### config.mk
export PLATFORM = sky130hd
export DESIGN_NAME = sec_reg_resp
export DESIGN_NICKNAME = d
export VERILOG_FILES = /design/src/rtl/sec_reg_pkg.sv /design/src/rtl/perm_latch.sv /design/src/rtl/sec_reg_resp.sv
export SDC_FILE = /design/constraint.sdc
export NUM_CORES = 1
export LEC_CHECK = 0
export ABC_AREA = 0
export CAP_MARGIN = 40
export CORE_UTILIZATION = 43
export CTS_BUF_LIST = sky130_fd_sc_hd__clkbuf_16
export CTS_CLUSTER_SIZE = 10
export DETAILED_ROUTE_END_ITERATION = 12
export PLACE_DENSITY = 0.66
export SLEW_MARGIN = 20
export SYNTH_ARGS = -nofsm -noshare
export SYNTH_HDL_FRONTEND = slang
export SYNTH_HIERARCHICAL = 1
export SYNTH_SLANG_ARGS = --single-unit
### constraint.sdc
create_clock -name clk -period 2.67 [get_ports clk]
set_clock_uncertainty 0.1 [all_clocks]
set_input_delay 0.534 -clock clk [delete_from_list [all_inputs] [get_ports clk]]
set_output_delay 0.534 -clock clk [all_outputs]
set_load 0.01 [all_outputs]
### src/rtl/sec_reg_pkg.sv
// Shared types and constants for the permission-checked register responder.
package sec_reg_pkg;

  localparam int unsigned DEF_DW    = 8;
  localparam int unsigned DEF_NREGS = 3;
  localparam int unsigned ADDR_W    = 2;
  localparam int unsigned CNT_W     = 8;

  localparam logic [CNT_W-1:0] VIOL_MAX = CNT_W'(255);

  typedef enum logic [1:0] {
    IDLE  = 2'd0,
    CHECK = 2'd1,
    RESP  = 2'd2
  } state_t;

  // Request header captured on acceptance; write data is held separately since its width is a parameter.
  typedef struct packed {
    logic              write;
    logic [ADDR_W-1:0] addr;
  } req_hdr_t;

  function automatic logic addr_ok(input logic [ADDR_W-1:0] addr, input int unsigned nregs);
    return 32'(addr) < nregs;
  endfunction

endpackage

### src/rtl/perm_latch.sv
// Read/write permission latch with a sticky lock that freezes the permissions until reset.
module perm_latch (
  input  logic clk,
  input  logic rst_n,
  input  logic cfg_re,
  input  logic cfg_we,
  input  logic cfg_lock,
  output logic re_q,
  output logic we_q,
  output logic locked
);

  // The cycle that samples cfg_lock still loads permissions; the freeze starts one cycle later.
  always_ff @(posedge clk) begin
    if (!rst_n) begin
      re_q   <= 1'b0;
      we_q   <= 1'b0;
      locked <= 1'b0;
    end else if (!locked) begin
      re_q <= cfg_re;
      we_q <= cfg_we;
      if (cfg_lock) begin
        locked <= 1'b1;
      end
    end
  end

endmodule

### src/rtl/sec_reg_resp.sv
// Small register file behind a request/response handshake, gated by latched read/write permissions.
module sec_reg_resp
  import sec_reg_pkg::*;
#(
  parameter int unsigned NREGS = DEF_NREGS,
  parameter int unsigned DW    = DEF_DW
) (
  input  logic              clk,
  input  logic              rst_n,
  input  logic              cfg_re,
  input  logic              cfg_we,
  input  logic              cfg_lock,
  input  logic              req_valid,
  output logic              req_ready,
  input  logic              req_write,
  input  logic [ADDR_W-1:0] req_addr,
  input  logic [DW-1:0]     req_wdata,
  output logic              rsp_valid,
  input  logic              rsp_ready,
  output logic [DW-1:0]     rsp_rdata,
  output logic              rsp_err,
  output logic              locked,
  output logic [CNT_W-1:0]  viol_cnt
);

  state_t           state_q;
  state_t           state_d;
  req_hdr_t         hdr_q;
  logic [DW-1:0]    wdata_q;
  logic [DW-1:0]    regs [NREGS];
  logic             re_q;
  logic             we_q;
  logic             accept_c;
  logic             check_c;
  logic             allow_c;
  logic [DW-1:0]    rd_sel_c;

  perm_latch u_perm_latch (
    .clk      (clk),
    .rst_n    (rst_n),
    .cfg_re   (cfg_re),
    .cfg_we   (cfg_we),
    .cfg_lock (cfg_lock),
    .re_q     (re_q),
    .we_q     (we_q),
    .locked   (locked)
  );

  always_ff @(posedge clk) begin
    if (!rst_n) begin
      state_q <= IDLE;
    end else begin
      state_q <= state_d;
    end
  end

  always_comb begin
    state_d  = state_q;
    accept_c = 1'b0;
    check_c  = 1'b0;
    unique case (state_q)
      IDLE: begin
        if (req_valid) begin
          accept_c = 1'b1;
          state_d  = CHECK;
        end
      end
      CHECK: begin
        check_c = 1'b1;
        state_d = RESP;
      end
      RESP: begin
        if (rsp_ready) begin
          state_d = IDLE;
        end
      end
      default: state_d = IDLE;
    endcase
  end

  // Access decision uses the permissions as latched in the CHECK cycle itself.
  always_comb begin
    allow_c = addr_ok(hdr_q.addr, NREGS) && (hdr_q.write ? we_q : re_q);
  end

  always_comb begin
    rd_sel_c = '0;
    for (int i = 0; i < NREGS; i++) begin
      if (hdr_q.addr == ADDR_W'(i)) begin
        rd_sel_c = regs[i];
      end
    end
  end

  // Handshake flags track the next state so they line up with the state register.
  always_ff @(posedge clk) begin
    if (!rst_n) begin
      req_ready <= 1'b1;
      rsp_valid <= 1'b0;
      rsp_err   <= 1'b0;
      rsp_rdata <= '0;
      viol_cnt  <= '0;
      hdr_q     <= '0;
      wdata_q   <= '0;
    end else begin
      req_ready <= (state_d == IDLE);
      rsp_valid <= (state_d == RESP);
      if (accept_c) begin
        hdr_q.write <= req_write;
        hdr_q.addr  <= req_addr;
        wdata_q     <= req_wdata;
      end
      if (check_c) begin
        rsp_err   <= !allow_c;
        rsp_rdata <= (allow_c && !hdr_q.write) ? rd_sel_c : '0;
        if (!allow_c && (viol_cnt != VIOL_MAX)) begin
          viol_cnt <= viol_cnt + CNT_W'(1);
        end
      end
    end
  end

  always_ff @(posedge clk) begin
    for (int i = 0; i < NREGS; i++) begin
      if (!rst_n) begin
        regs[i] <= '0;
      end else if (check_c && allow_c && hdr_q.write && (hdr_q.addr == ADDR_W'(i))) begin
        regs[i] <= wdata_q;
      end
    end
  end

endmodule

==> qor.txt, run 1 <==
Slew Limit Headroom -> 0.582
Placer Congestion -> 0.736
worst-margin pin slew -> 0.627 ns
worst-case vdd ir drop -> 0.000431 V
antenna violations before repair -> 0
post-route ant nets -> 0
mux share of post-synthesis cell area -> 0.0591
clk sinks -> 59
DP Wirelength -> 3320 um
I/O pin cnt -> 38
area share of the largest cell type after synthesis -> 0.293
CTS resizes -> 0
Seq cells post-synth -> 59
XOR/XNOR Fraction of Synth Area -> 0
post-synth cell types -> 33
Reg clk slew, reported paths -> 0.05 ns
Vias per Instance -> 4.97
outcome -> complete, no violations
Slew Limit Fails -> 0
pre-CTS setup slack -> 0.600 ns
final hold violation count -> 0
vias -> 1803
# port buffers -> 37
root buffer cell -> clkbuf_16
Avg Inst Size Synth -> 10.0 um2
share of post-route cells with drive strength above 1 -> 0.0619
global-route wire length before repair -> 7820 um
Worst R2R Setup Slack -> 0.59 ns
DRC errors left -> 0
area of the multi-input gates -> 987 um2
Setup WS post-layout -> 0.593 ns
ANT cells -> 0
clk buf depth -> 2
Filler cells -> 473
Setup TNS -> 0 ns
num rows -> 27
CTS tree -> built
Netlist Area Pre-Place -> 2460 um2
routed len/inst -> 13.2 um
Setup Buffers After CTS -> 0
Max Clock Freq -> 0.482 GHz
YS warnings -> 6
FF/Latch Area -> 1420 um2
WP data required -> 2.81 ns
die area -> 6020 um2
CTS buffer count -> 9
crit path time final -> 2.08 ns
post-synth top area cell -> edfxtp_1
total track usage -> 0.176
Largest stage delay, worst path -> 0.71 ns
pin count of the biggest net entering global routing -> 28
post-synthesis sequential area ratio -> 0.578
drt pass-1 iters -> 4
Leak -> 1.17 nW
Worst Hold Class -> reg -> reg
compound-cell area share of the yosys netlist -> 0.0978
core box area -> 5510 um2
Synth area leaders -> edfxtp_1, dfxtp_1, and2_1
Die Ht -> 77.6 um
slowest CP cell -> dfxtp_1
worst path arrival time -> 2.22 ns
vias in the first global route -> 1567
Nets -> 305
total gr overflow -> 0
RSZ-0062 raised after global routing -> no
Layout area overhead -> 30.4%
Die X -> 77.6 um
Simple-Gate Fraction of Synth Area -> 0.240
DRT iter0 DRCs -> 100
MaxCap Viol Count -> 0
initial core utilization -> 0.446
Post-Synthesis Cells -> 245
critical path class -> reg -> reg
element type at the critical path start -> register
largest family of logic cells by synthesized area -> simple AND/OR/NAND/NOR gates
worst path buffer plus inverter count -> 0
Net Count, Synth -> 264
CP max FO -> 13
critical path capture point type -> register
# setup viols final -> 0
final cycle utilization of the critical path -> 0.778
Post-Synth Adder-Cell Area -> 0.00509
Clock Latency Late Sink -> 0.32 ns
WL final -> 4800 um
hold buffers post-CTS -> 0
CP Cell Sequence -> nand2_1, a21o_1, or4_1, a21oi_1
# H-tree levels -> 3
top cell family by delay on the critical path -> simple AND/OR/NAND/NOR gates
pwr dens -> 727 nW/um2
-- area by class of cell --
type,count,share of cell area
clock buffer,9,0.0703
multi-input combinational,175,0.308
timing repair buffer,40,0.123
clock inverter,7,0.0262
inverter,1,0.00117
tap,72,0.0281
sequential,59,0.444
-- cell usage after synthesis --
| cell | number |
|---|---|
| o21ba_2 | 1 |
| nor4_1 | 1 |
| and2_1 | 34 |
| nand3_1 | 4 |
| a31oi_1 | 1 |
| o31ai_1 | 1 |
| ha_1 | 1 |
| a211oi_1 | 2 |
| buf_6 | 1 |
| a21oi_1 | 23 |
| o41ai_1 | 2 |
| edfxtp_1 | 24 |
| dfxtp_1 | 35 |
| o311ai_0 | 1 |
| nor2_1 | 17 |
| and3_1 | 1 |
| o21ai_0 | 9 |
| a21o_1 | 1 |
| buf_1 | 1 |
| nor3_1 | 1 |
| nand2b_1 | 4 |
| and4_1 | 1 |
| or4_1 | 2 |
| clkbuf_1 | 8 |
| nand2_1 | 44 |
| mux2i_1 | 13 |
| nand4_1 | 2 |
| and4b_1 | 1 |
| nor3b_1 | 1 |
| mux2_4 | 1 |
| nor2b_1 | 5 |
| o21a_1 | 1 |
| clkinv_1 | 1 |
-- logic make-up (layout without fill, tap and decap cells) --
group,count (synthesis),count (layout)
and+or+nand+nor,118,118
DFF,59,59
AOI/OAI and AO/OA,42,42
muxes,14,14
buffers and inverters,11,57
adders and majority gates,1,1
-- stage by stage --
stage                      util  hold slack [ns]  std cells  power [mW]  cell area (um2)
after floorplan               -            0.349        245        1.09             2460
after global placement    0.526            0.345        347        1.16             2900
after detailed placement  0.526            0.347        347        1.16             2900
after CTS                 0.582            0.355        363        2.34             3200
after global routing      0.582            0.378        363        2.40             3200
final                     0.582            0.351        363        2.33             3200
-- per-layer routing --
metal,global-route usage,wire (um)
met5,0,0
met1,0.240,2480
met2,0.256,2080
met4,0.0849,90
met3,0.0494,145
-- sequential cells by signal (all words and copies together), names as in the netlist --
register,flops
u_perm_latch/re_q,1
rsp_rdata,8
u_perm_latch/we_q,1
hdr_q,3
viol_cnt,8
regs,24
rsp_valid,1
wdata_q,8
state_q,2
rsp_err,1
u_perm_latch/locked,1
req_ready,1
-- power by group --
| part | total (mW) | internal, mW | switching [mW] |
|---|---|---|---|
| combinational | 0.138 | 0.0684 | 0.0697 |
| sequential | 1.00 | 0.972 | 0.0287 |
| clock | 1.19 | 0.804 | 0.386 |
| total | 2.33 | 1.84 | 0.484 |
-- path summary, 6_finish.rpt --
check,start,endpoint,cells past startpoint
worst max-delay path,hdr_q[0]$_SDFFE_PN0P_,viol_cnt[4]$_SDFFE_PN0P_,4
worst min-delay path,rsp_rdata[4]$_SDFFE_PN0N_,rsp_rdata[4]$_SDFFE_PN0N_,2
worst max register to register,hdr_q[0]$_SDFFE_PN0P_,viol_cnt[4]$_SDFFE_PN0P_,4
worst min register to register,rsp_rdata[4]$_SDFFE_PN0N_,rsp_rdata[4]$_SDFFE_PN0N_,2
-- layout by cell type (no fill, tap or decap), types with 2 or more instances in the layout --
cell type and instances:
a211oi_1 2, a21oi_1 23, and2_1 34, buf_4 3, bufinv_16 2, clkbuf_16 9, clkdlybuf4s50_1 37, clkinv_1 3
dfxtp_1 35, edfxtp_1 24, mux2i_1 13, nand2_1 44, nand2b_1 4, nand3_1 4, nand4_1 2, nor2_1 17
nor2b_1 5, o21ai_0 9, o41ai_1 2, or4_1 2
-- worst register-to-register path, cell delays in order (launching register included) --
cell     delay (ns)
dfxtp_1        0.71
nand2_1        0.19
a21o_1         0.31
or4_1          0.53
a21oi_1        0.16
Note: power is estimated with default switching activity, not from simulation.
==> inputs of run 2 (changes only) <==
Clock period 2.67 ns to 2.1 ns, I/O delays scaled along.
==> run 2 against run 1 <==
- worst setup slack got worse by 0.35 ns
- sequential power rose by 26%
- die area unchanged
- power is 27% higher
- first-iteration DRC count grew 30%
- utilization is 0.55 points higher
- clock-buffer cell count unchanged
- flip-flop and latch count is the same
- worst hold slack about the same
- critical path depth did not move
- fmax rose by 12%
- sequential share of layout area fell by 0.41 points
- critical path type unchanged
- largest cell class unchanged
- largest power group unchanged
==> qor.txt, run 2 (synthesis results as in run 1) <==
Clock Latency Late Sink -> 0.32 ns (about the same)
I/O pin cnt -> 38 (unchanged)
critical path capture point type -> register
Die X -> 77.6 um (unchanged)
# port buffers -> 37 (unchanged)
Nets -> 309 (+1.3%)
Worst Hold Class -> reg -> reg
routed len/inst -> 13.1 um (-0.51%)
final hold violation count -> 0 (unchanged)
Setup Buffers After CTS -> 0 (unchanged)
WP data required -> 2.25 ns (-0.56 ns)
Placer Congestion -> 0.765 (+3.9%)
Worst R2R Setup Slack -> 0.24 ns (-0.35 ns)
global-route wire length before repair -> 8180 um (+4.7%)
hold buffers post-CTS -> 0 (unchanged)
CTS tree -> built
CP Cell Sequence -> mux2_4, a21o_1, or4_1, a21oi_1
Slew Limit Fails -> 0 (unchanged)
worst path arrival time -> 2.01 ns (-0.21 ns)
Layout area overhead -> 31.6%
MaxCap Viol Count -> 0 (unchanged)
Die Ht -> 77.6 um (unchanged)
DRC errors left -> 0 (unchanged)
Largest stage delay, worst path -> 0.52 ns (-0.19 ns)
RSZ-0062 raised after global routing -> no
clk sinks -> 59 (unchanged)
critical path class -> reg -> reg
total track usage -> 0.183 (+0.00673)
top cell family by delay on the critical path -> simple AND/OR/NAND/NOR gates
FF-to-FF Start -> hdr_q[2]$_SDFFE_PN0P_
root buffer cell -> clkbuf_16
Setup WS post-layout -> 0.241 ns (-0.353 ns)
slowest CP cell -> or4_1
Hold WS -> 0.351 ns (+0.000427 ns)
r2r worst-path depth -> 4 (unchanged)
Setup TNS -> 0 ns (unchanged)
overall power -> 2.95 mW (+27%)
vias in the first global route -> 1712 (+9.3%)
reg2reg end -> viol_cnt[7]$_SDFFE_PN0P_
crit path time final -> 1.86 ns (-0.217 ns)
clk buf depth -> 2 (unchanged)
Top reg by flops -> regs
element type at the critical path start -> register
Leak -> 1.19 nW (+1.8%)
most frequent cells in the layout -> nand2_1, clkdlybuf4s50_1, dfxtp_1
CP max FO -> 11 (-2)
Reg clk slew, reported paths -> 0.05 ns (about the same)
share of post-route cells with drive strength above 1 -> 0.0746 (+0.0127)
DRT iter0 DRCs -> 130 (+30%)
worst-case vdd ir drop -> 0.000518 V (+20%)
antenna violations before repair -> 0 (unchanged)
hold worst-path end -> rsp_rdata[1]$_SDFFE_PN0N_
pwr dens -> 913 nW/um2 (+26%)
Vias per Instance -> 4.99 (+0.39%)
outcome -> complete, no violations
final cycle utilization of the critical path -> 0.885 (+0.108)
Min-Delay Path Depth -> 2 (unchanged)
num rows -> 27 (unchanged)
core box area -> 5510 um2 (unchanged)
ANT cells -> 0 (unchanged)
HP Start -> rsp_rdata[1]$_SDFFE_PN0N_
worst path buffer plus inverter count -> 0 (unchanged)
die area -> 6020 um2 (unchanged)
total gr overflow -> 0 (unchanged)
max FFs per register -> 24 (unchanged)
pin count of the biggest net entering global routing -> 28 (unchanged)
DP Wirelength -> 3350 um (+0.81%)
vias -> 1830 (+1.5%)
commonest non-fill, non-tap cell in the layout -> nand2_1
drt pass-1 iters -> 4 (unchanged)
initial core utilization -> 0.446 (unchanged)
post-route ant nets -> 0 (unchanged)
# H-tree levels -> 3 (unchanged)
worst-margin pin slew -> 0.418 ns (-0.209 ns)
WL final -> 4830 um (+0.58%)
Max Clock Freq -> 0.538 GHz (+12%)
CTS buffer count -> 9 (unchanged)
pre-CTS setup slack -> 0.257 ns (-0.342 ns)
CTS resizes -> 0 (unchanged)
Slew Limit Headroom -> 0.721 (+0.140)
# setup viols final -> 0 (unchanged)
[run 2: cell types whose count changed in the layout (fill, tap and decap cells not counted)]
cell,previous run,this run
buf_4,3,7
[run 2: how the worst max path moves through the flow]
| stage | cells past startpoint | from | end | slack, ns |
|---|---|---|---|---|
| final | 4 | hdr_q[2]$_SDFFE_PN0P_ | viol_cnt[7]$_SDFFE_PN0P_ | 0.24 |
| after global routing | 4 | hdr_q[2]$_SDFFE_PN0P_ | viol_cnt[7]$_SDFFE_PN0P_ | 0.11 |
| after CTS | 4 | hdr_q[2]$_SDFFE_PN0P_ | viol_cnt[4]$_SDFFE_PN0P_ | 0.25 |
| after detailed placement | 4 | hdr_q[2]$_SDFFE_PN0P_ | viol_cnt[4]$_SDFFE_PN0P_ | 0.26 |
| after global placement | 4 | hdr_q[2]$_SDFFE_PN0P_ | viol_cnt[7]$_SDFFE_PN0P_ | 0.29 |
| after floorplan | 3 | hdr_q[0]$_SDFFE_PN0P_ | regs[1][0]$_SDFFCE_PN0P_ | 0.05 |
[run 2: routing by layer]
metal / up-vias / track usage / share of wire
met4: 0 / 0.121 / 0.019
met2: 38 / 0.275 / 0.46
met3: 10 / 0.0388 / 0.051
met5: - / 0 / 0
met1: 841 / 0.236 / 0.47
li1: 941 / - / -
[run 2: cell type report]
| type | count | area, um2 |
|---|---|---|
| clock buffer | 9 | 225 |
| timing repair buffer | 44 | 423 |
| clock inverter | 7 | 83.8 |
| tap | 72 | 90.1 |
| multi-input combinational | 175 | 987 |
| inverter | 1 | 3.75 |
| fill | 477 | 2270 |
| sequential | 59 | 1420 |
[run 2: per-stage QoR]
stage / area, um2 / cells / utilization
2_1_floorplan: 2460 / 245 / -
3_5_place_dp: 2930 / 351 / 0.531
5_1_grt: 3230 / 367 / 0.587
3_3_place_gp: 2930 / 351 / 0.531
6_report: 3230 / 367 / 0.587
4_1_cts: 3230 / 367 / 0.587
[run 2: power breakdown]
group | internal, mW | switching [mW]
clock | 1.02 | 0.479
combinational | 0.0913 | 0.0994
sequential | 1.24 | 0.0265
total | 2.35 | 0.604
[run 2: tightest hold or removal path: cells and delay by family (launching register included)]
family | cells | cell delay [ns]
AOI/OAI and AO/OA | 1 | 0.05
DFF | 1 | 0.30
and+or+nand+nor | 1 | 0.05
